==> src/rtl/mem_arb_pkg.sv <==
// Shared types for the memory-port arbiter: response-owner states and the
// default fetch starvation limit.
package mem_arb_pkg;

    typedef enum logic [1:0] {
        IDLE  = 2'd0,
        IF_RD = 2'd1,
        D_RD  = 2'd2
    } owner_e;

    localparam int unsigned STARVE_LIMIT_DEF = 4;

endpackage

==> src/rtl/arb_starve_ctr.sv <==
// Fetch starvation counter: counts consecutive fetch denials, saturates at
// STARVE_LIMIT and requests a forced fetch grant when the limit is reached.
module arb_starve_ctr
    import mem_arb_pkg::*;
#(
    parameter int unsigned STARVE_LIMIT = STARVE_LIMIT_DEF
) (
    input  logic clk,
    input  logic reset,
    input  logic if_req,
    input  logic if_gnt,
    output logic force_fetch
);

    localparam int unsigned CW = $clog2(STARVE_LIMIT + 1);
    localparam logic [CW-1:0] LIM = CW'(STARVE_LIMIT);

    logic [CW-1:0] cnt;

    always_ff @(posedge clk or negedge reset) begin
        if (!reset) begin
            cnt <= '0;
        end else if (!if_req || if_gnt) begin
            cnt <= '0;
        end else if (cnt != LIM) begin
            cnt <= cnt + CW'(1);
        end
    end

    assign force_fetch = if_req && (cnt == LIM);

endmodule

==> src/rtl/mem_port_arbiter.sv <==
// Two-requester arbiter (fetch / data) for a single synchronous-read RAM port.
// Optional fetch fairness is enabled with the ARB_FAIRNESS_EN macro.
module mem_port_arbiter
    import mem_arb_pkg::*;
#(
    parameter int unsigned STARVE_LIMIT = STARVE_LIMIT_DEF
) (
    input  logic        clk,
    input  logic        reset,
    input  logic        if_req,
    input  logic [31:2] if_addr,
    output logic        if_gnt,
    output logic        if_rvalid,
    output logic [31:0] if_rdata,
    input  logic        d_req,
    input  logic        d_we,
    input  logic [3:0]  d_be,
    input  logic [31:2] d_addr,
    input  logic [31:0] d_wdata,
    output logic        d_gnt,
    output logic        d_rvalid,
    output logic [31:0] d_rdata,
    output logic [31:2] mem_addr,
    output logic        mem_we,
    output logic [3:0]  mem_be,
    output logic [31:0] mem_wdata,
    input  logic [31:0] mem_rdata,
    output logic        if_stall,
    output logic        d_stall
);

    if (STARVE_LIMIT < 1) begin : g_limit_chk
        $error("STARVE_LIMIT must be at least 1");
    end

    owner_e      state;
    logic        force_fetch;
    logic [31:2] addr_q;
    logic [31:0] wdata_q;

`ifdef ARB_FAIRNESS_EN
    arb_starve_ctr #(.STARVE_LIMIT(STARVE_LIMIT)) u_starve (
        .clk         (clk),
        .reset       (reset),
        .if_req      (if_req),
        .if_gnt      (if_gnt),
        .force_fetch (force_fetch)
    );
`else
    assign force_fetch = 1'b0;
`endif

    // Grants are gated by reset so nothing reaches the RAM while held in reset.
    assign d_gnt    = reset && d_req && !force_fetch;
    assign if_gnt   = reset && if_req && (!d_req || force_fetch);
    assign if_stall = if_req && !if_gnt;
    assign d_stall  = d_req && !d_gnt;

    always_ff @(posedge clk or negedge reset) begin
        if (!reset) begin
            addr_q  <= '0;
            wdata_q <= '0;
        end else if (d_gnt) begin
            addr_q  <= d_addr;
            wdata_q <= d_wdata;
        end else if (if_gnt) begin
            addr_q  <= if_addr;
        end
    end

    always_comb begin
        mem_addr  = addr_q;
        mem_wdata = wdata_q;
        mem_we    = 1'b0;
        mem_be    = 4'h0;
        if (d_gnt) begin
            mem_addr  = d_addr;
            mem_wdata = d_wdata;
            mem_we    = d_we;
            mem_be    = d_be;
        end else if (if_gnt) begin
            mem_addr  = if_addr;
            mem_be    = 4'hF;
        end
    end

    // Owner of the read data returning next cycle; writes leave no response.
    always_ff @(posedge clk or negedge reset) begin
        if (!reset) begin
            state <= IDLE;
        end else if (if_gnt) begin
            state <= IF_RD;
        end else if (d_gnt && !d_we) begin
            state <= D_RD;
        end else begin
            state <= IDLE;
        end
    end

    assign if_rvalid = (state == IF_RD);
    assign d_rvalid  = (state == D_RD);
    assign if_rdata  = if_rvalid ? mem_rdata : '0;
    assign d_rdata   = d_rvalid ? mem_rdata : '0;

endmodule
==> config.mk <==
export PLATFORM = sky130hd
export DESIGN_NAME = mem_port_arbiter
export DESIGN_NICKNAME = d
export VERILOG_FILES = /design/src/rtl/mem_arb_pkg.sv /design/src/rtl/arb_starve_ctr.sv /design/src/rtl/mem_port_arbiter.sv
export SDC_FILE = /design/constraint.sdc
export NUM_CORES = 1
export LEC_CHECK = 0
export ABC_CLOCK_PERIOD_IN_PS = 1800
export CORE_AREA = 2 2 106 108
export CTS_CLUSTER_DIAMETER = 100
export DETAILED_ROUTE_END_ITERATION = 16
export DIE_AREA = 0 0 108 110
export GPL_TIMING_DRIVEN = 1
export PLACE_DENSITY = 0.76
export SLEW_MARGIN = 20
export SYNTH_ARGS = -nofsm -noshare
export SYNTH_HDL_FRONTEND = slang
export SYNTH_SLANG_ARGS = --single-unit
==> constraint.sdc <==
create_clock -name clk -period 1.8 [get_ports clk]
set_input_delay 0.36 -clock clk [delete_from_list [all_inputs] [get_ports clk]]
set_output_delay 0.36 -clock clk [all_outputs]
set_load 0.02 [all_outputs]
# After elaboration in Yosys (flattened, before gate mapping)
# Cells that the tools add are included.
[classes]
n_addsub = 0
n_mul = 0
div = 0
magnitude_cmp = 0
eq_ne = 2
n_shift = 0
n_mux = 10
n_bitwise = 0
reduce_logical = 10
[ops]
columns = ["operator", "n"]
rows = [
  ["2-to-1 mux 32 bit", 3],
  ["2-to-1 mux 30 bit", 2],
  ["2-to-1 mux 4 bit", 2],
  ["logical AND 1 bit", 6],
  ["zero test 1 bit", 4],
  ["2-to-1 mux 2 bit", 2],
  ["== test 2 x 1 -> 1 bit (second input constant)", 1],
  ["== test 2 bit (second input constant)", 1],
  ["2-to-1 mux 1 bit", 1],
]
[totals]
reg_bits = 64
latchBits = 0
ramBits = 0
romBits = 0
inputBits = 133
out_inout_bits = 137
n_memories = 0

# Longest topological paths before layout
# Gate-level depths: netlist (run 1).
[logic_depth]
ltp_word = 4
mapped_depth = 5
ltp_nobuf = 3

# Worst setup path after synthesis (run 1)
# Ideal clock, no wire load.
[synth_path]
path_type = "in2out"
start = "input if_req"
end = "output if_stall"
arrival_time_ns = 1.307
path_slack_ns = 0.133
path_stages = 3
path_buffers = 2
cell_sequence = "buf_2 > clkbuf_1 > a21boi_0"
[synth_between]
elab_chain_len = 4
[synth_rtl]
columns = ["item", "line", "source"]
rows = [
  ["from (decl)", "mem_port_arbiter.sv:10", "input logic if_req,"],
  ["logical AND 1 bit (2 in series)", "mem_port_arbiter.sv:55", "assign if_gnt = reset && if_req && (!d_req || force_fetch);"],
  ["zero test 1 bit", "mem_port_arbiter.sv:56", "assign if_stall = if_req && !if_gnt;"],
  ["logical AND 1 bit (*)", "mem_port_arbiter.sv:56", ""],
  ["to (decl)", "mem_port_arbiter.sv:28", "output logic if_stall,"],
]
# Every way passes the cells marked *; elsewhere a longest branch is shown, timed or not.

# Worst setup path in the final report (run 1)
[layout_path]
start = "register state[0]"
end = "output d_rdata[16]"
[layout_between]
elab_chain_len = 2
[layout_rtl]
columns = ["item", "line", "source"]
rows = [
  ["from (decl)", "mem_port_arbiter.sv:36", "owner_e state;"],
  ["from (signal assigned)", "mem_port_arbiter.sv:90", "state <= IDLE;"],
  ["from (signal assigned)", "mem_port_arbiter.sv:92", "state <= IF_RD;"],
  ["from (signal assigned)", "mem_port_arbiter.sv:94", "state <= D_RD;"],
  ["== test 2 bit", "mem_port_arbiter.sv:101", "assign d_rvalid = (state == D_RD);"],
  ["2-to-1 mux 32 bit", "mem_port_arbiter.sv:103", "assign d_rdata = d_rvalid ? mem_rdata : '0;"],
  ["to (decl)", "mem_port_arbiter.sv:22", "output logic [31:0] d_rdata,"],
]
# Every way passes these cells.

==> run metrics, run 1 <==
GP Congestion 0.851; Post-route DRC 0; post-detailed-route via-to-cell ratio 4.89; post-synthesis area per instance 10.9 um^2; port bufs 269; number of top-level pins 270; R2R depth 4; final non-filler cell total 740; Fillers 876; MaxCap Viol Count 0; Hold-fix buffers, CTS 0; Top delay family on crit path buffers and inverters; GRT overflow 0; drt first pass iters 4; worst reg2reg startpoint addr_q[9]$_DFF_PN0_; worst-path fanout max 17; vias in the first global route 3644; P per Cell Area 682 mW/mm^2; final-report hold violation count 0; Layout Nets 725; All-Layer GR Usage 23.0%; metal2 WL 7.66 mm; Final Core Density 62.5%; Fmax achieved 0.543 GHz; slowest CP cell dfrtp_1; wire per inst 20.1 um; most common cell after layout, fill and taps aside clkdlybuf4s50_1; CP max stage delay 0.38 ns; DRT iter0 DRCs 162; Slew @ Worst Pin 0.355 ns; Setup CP Type reg -> out; RSZ-0062 raised after global routing yes; CTS H-tree depth 3; Power Total 4.56 mW; total CTS buffers 9; # rows 38; WL met3 1.20 mm; met1 wire length 5.52 mm; kind of capture point of the worst setup path output pin; Place WS -0.790 ns; worst setup margin -0.0406 ns; Syn. warnings 0; later-pin clock latency in the skew report 0.33 ns; Post-DRT Antenna Nets 0; layout cells sized above 1 44.0%; CP Launch Type flip-flop; hold crit path type in -> async; CTS Root Cell clkbuf_8; status finished with violations; die width 108 um; die area 0.0119 mm^2; final slew viol count 0; DPL Wire Length 10.7 mm; CP arrival 1.48 ns; WP buf/inv 3; sequential fraction of the synthesis area 49.3%; clk sink count 64; first-pass GRT wire length 20.5 mm; Die H 110 um; Worst R2R Setup Slack 0.79 ns; CTS tree yes; VDD IR max 0.449 mV; Top Metal Used met4; final WL 14.9 mm; critical path required time 1.44 ns; Max-Slew Margin vs Limit 76.3%; number of distinct library cells after synthesis 18; post-synth net total 430; Tmin final 1.84 ns; # setup viols final 27; Leakage 3.06 nW; failing checks setup timing; CTS Buffer Depth 2; FF-to-FF End addr_q[9]$_DFF_PN0_; Clock Pin Slew Worst Setup and Hold Paths 0.08 ns; initial core utilization 30.4%; clock skew 0 ns; commonest cells after routing, fill and taps aside 129 x clkdlybuf4s50_1, 67 x buf_6, 64 x dfrtp_1; initial antenna violation count 4; CORE AREA 0.0107 mm^2; FF+latch count, synth 64; largest net degree at the start of global routing 29; vias 3622; Mapped Area 0.00325 mm^2; period utilization 102%; placed insts 710; Synth-to-Final Area Change 106%; WHS 0.0437 ns; post-synthesis cell count 297; crit-path cells buf_4 > nor2b_4 > buf_12 > and2_1 > buf_6
state kept, by name, summed over array words and instances (netlist names):
signal,flops
addr_q,30
state,2
wdata_q,32
cell usage after synthesis:
cell type / n / share of area [%]
and2_1: 64 / 12
dfrtp_1: 64 / 49
o22ai_1: 60 / 12
a21oi_1: 30 / 4.6
mux2_4: 28 / 13
buf_2: 13 / 2.0
clkbuf_1: 7 / 0.81
nand2_1: 6 / 0.69
a21boi_0: 5 / 1.2
mux2_2: 4 / 1.4
buf_6: 3 / 1.0
nor2_1: 3 / 0.35
buf_1: 2 / 0.23
buf_4: 2 / 0.46
inv_1: 2 / 0.23
nor2b_1: 2 / 0.38
and3_1: 1 / 0.19
nand2_4: 1 / 0.35
worst max path at each step:
| stage | start | endpoint | cells after the start |
|---|---|---|---|
| floorplan | if_req | if_stall | 3 |
| finish | state[0]$_DFF_PN0_ | d_rdata[16] | 5 |
| CTS | state[0]$_DFF_PN0_ | if_rdata[3] | 4 |
| detailed placement | if_req | mem_be[2] | 5 |
| global route | state[0]$_DFF_PN0_ | d_rdata[8] | 5 |
| global placement | if_req | mem_be[2] | 5 |
per-stage QoR:
step / instance area (um^2) / setup TNS, ns
2_1_floorplan: 3250 / 0
3_3_place_gp: 6260 / -52.63
3_5_place_dp: 6260 / -54.27
4_1_cts: 6440 / -1.62
5_1_grt: 6690 / -3.09
6_report: 6690 / -0.457
power by group:
part | switching, mW | total (mW) | internal [mW]
clock | 0.545 | 1.06 | 0.515
sequential | 0.0844 | 1.73 | 1.64
combinational | 0.851 | 1.77 | 0.921
final cells by class:
cell class | instances | area, um^2 | area share [%]
multi-input combinational | 204 | 1670 | 24.9
antenna | 5 | 12.5 | 0.187
clock inverter | 4 | 22.5 | 0.337
sequential | 64 | 1600 | 24.0
inverter | 2 | 7.51 | 0.112
clock buffer | 10 | 138 | 2.06
timing repair buffer | 311 | 3060 | 45.8
tap | 140 | 175 | 2.62
metal layers:
| layer | vias to the layer above | GRT usage, % |
|---|---|---|
| li1 | 1666 | - |
| met1 | 1749 | 25.6 |
| met2 | 183 | 40.5 |
| met3 | 24 | 6.94 |
| met4 | 0 | 10.6 |
| met5 | - | 0 |
logic make-up after synthesis:
logic type | share of synthesized area [%]
and+or+nand+nor | 14.3
DFF | 49.3
buffers and inverters | 4.77
AOI/OAI and AO/OA | 17.3
muxes | 14.3
what timing repair did:
action / CTS / global route
setup endpoints to repair: 137 / 82
gates cloned: 4 / 4
buffers inserted: 2 / 3
resized for setup: 525 / 181
pin swaps: 10 / 13
Power figures use the tool's default switching activity.
==> run 2: changes to the inputs <==
- ABC_CLOCK_PERIOD_IN_PS: 1800 -> 1500
- CORE_AREA: 2 2 106 108 -> unset
- CORE_MARGIN: unset -> 2
- CORE_UTILIZATION: unset -> 30
- DIE_AREA: 0 0 108 110 -> unset
- PLACE_DENSITY: 0.76 -> 0.79
- TNS_END_PERCENT: unset -> 1
- clock period: 1.8 -> 1.5 ns (I/O delays scaled with it)
==> run metrics, run 2 (synthesis gave the netlist of run 1 again) <==
Die H 108 um; largest registers wdata_q: 32 flops, addr_q: 30 flops, state: 2 flops; post-place instance area 0.00625 mm^2; worst setup margin -0.198 ns; met1 wire length 4.69 mm; CTS Buffer Depth 2; worst-path fanout max 33; cell area after layout 0.00680 mm^2; DPL Wire Length 10.2 mm; CTS H-tree depth 3; Fmax achieved 0.589 GHz; All-Layer GR Usage 23.1%; Synth-to-Final Area Change 109%; WL met3 1.57 mm; crit-path cells nor2b_4 > buf_12 > and2_1 > buf_4; most common cell after layout, fill and taps aside clkdlybuf4s50_1; Layout Nets 728; final WL 14.0 mm; wire per inst 19.0 um; VDD IR max 0.738 mV; CP max stage delay 0.39 ns; GRT overflow 0; CTS tree yes; GP Congestion 0.835; Leakage 3.10 nW; WP buf/inv 2; worst reg2reg startpoint addr_q[15]$_DFF_PN0_; number of top-level pins 270; max reg flops 32; critical path required time 1.20 ns; DRT iter0 DRCs 203; Slew @ Worst Pin 0.627 ns; CTS Root Cell clkbuf_8; status finished with violations; Ant. Diodes 0; FF-to-FF End addr_q[15]$_DFF_PN0_; Tmin final 1.70 ns; P per Cell Area 898 mW/mm^2; drt first pass iters 4; die width 108 um; clock skew 0 ns; Setup CP Type reg -> out; metal2 WL 7.31 mm; WHS 0.0708 ns; CP arrival 1.40 ns; slowest CP cell dfrtp_1; MaxCap Viol Count 0; clk sink count 64; initial core utilization 31.2%; first-pass GRT wire length 20.5 mm; Power Total 6.10 mW; RSZ-0062 raised after global routing yes; Top Metal Used met4; Clock Pin Slew Worst Setup and Hold Paths 0.07 ns; period utilization 113%; # rows 37; commonest cells after routing, fill and taps aside 129 x clkdlybuf4s50_1, 78 x buf_4, 70 x buf_6; kind of capture point of the worst setup path output pin; hold crit path type in -> async; CORE AREA 0.0104 mm^2; Top delay family on crit path flip-flops; port bufs 269; # setup viols final 122; Post-DRT Antenna Nets 0; Place WS -0.974 ns; CP Launch Type flip-flop; die area 0.0117 mm^2; largest net degree at the start of global routing 34; Max-Slew Margin vs Limit 58.1%; final-report hold violation count 0; final slew viol count 0; R2R depth 3; vias in the first global route 3937; later-pin clock latency in the skew report 0.35 ns; vias 3652; total CTS buffers 9; layout cells sized above 1 43.8%; Post-route DRC 0; Final Core Density 65.2%; initial antenna violation count 0; Reg with most FFs wdata_q; failing checks setup timing; Worst R2R Setup Slack 0.55 ns; post-detailed-route via-to-cell ratio 4.96
[run 2: cell count changes in the layout (fill, tap and decap cells not counted), moves of 4 or more]
cell | previous run | this run
dlygate4sd3_1 | 0 | 4
diode_2 | 5 | 0
and2_1 | 29 | 60
a21oi_2 | 13 | 27
clkdlybuf4s15_1 | 5 | 0
buf_2 | 34 | 14
buf_12 | 7 | 11
dlygate4sd2_1 | 15 | 1
and2_4 | 35 | 4
clkdlybuf4s15_2 | 7 | 1
buf_4 | 40 | 78
a21oi_1 | 17 | 3
[run 2: repair_timing]
action                                  4_1_cts  5_1_grt
hold buffers                                  4        0
hold endpoints to repair                     35        0
gates resized for setup                     632      150
pin swaps                                    30        5
buffers inserted                              8        0
endpoints found under the setup margin      137      129
cloned                                        3        0
[run 2: cell type report]
type | instances | area (um^2)
Timing Repair Buffer | 314 | 3140
Clock buffer | 14 | 173
Sequential cell | 64 | 1600
Inverter | 2 | 7.51
Tap cell | 136 | 170
Multi-Input combinational cell | 204 | 1650
Fill cell | 807 | 3620
Clock inverter | 2 | 60.1
[run 2: tightest hold or removal path: stages]
cell	delay [ns]
buf_12	0.11
buf_8	0.16
buf_4	0.18
[run 2: worst max path at each step]
stage                     depth (start not counted)      endpoint                from
after floorplan                                   4  mem_addr[10]              if_req
after global placement                            5  mem_wdata[1]               d_req
after detailed placement                          6   mem_addr[8]               d_req
after CTS                                         4   d_rdata[12]  state[1]$_DFF_PN0_
after global routing                              4   d_rdata[12]  state[1]$_DFF_PN0_
final                                             4   if_rdata[9]  state[0]$_DFF_PN0_
[run 2: report_power, final]
group          internal [mW]  total, mW  switching (mW)
logic                   1.22       2.27            1.06
clock network           1.07       1.75           0.677
registers               1.97       2.08           0.108
total                   4.26       6.10            1.84
[run 2: through the flow]
| stage | std cells | setup TNS (ns) |
|---|---|---|
| final | 736 | -13.67 |
| after global routing | 736 | -20.31 |
| after CTS | 736 | -15.89 |
| after detailed placement | 705 | -90.74 |
| after global placement | 705 | -88.60 |
| after floorplan | 297 | -0.212 |
[run 2: per-layer routing]
metal,up-vias,track usage [%]
li1,1670,-
met1,1732,23.0
met2,219,42.9
met3,31,9.46
met4,0,8.79
met5,-,0
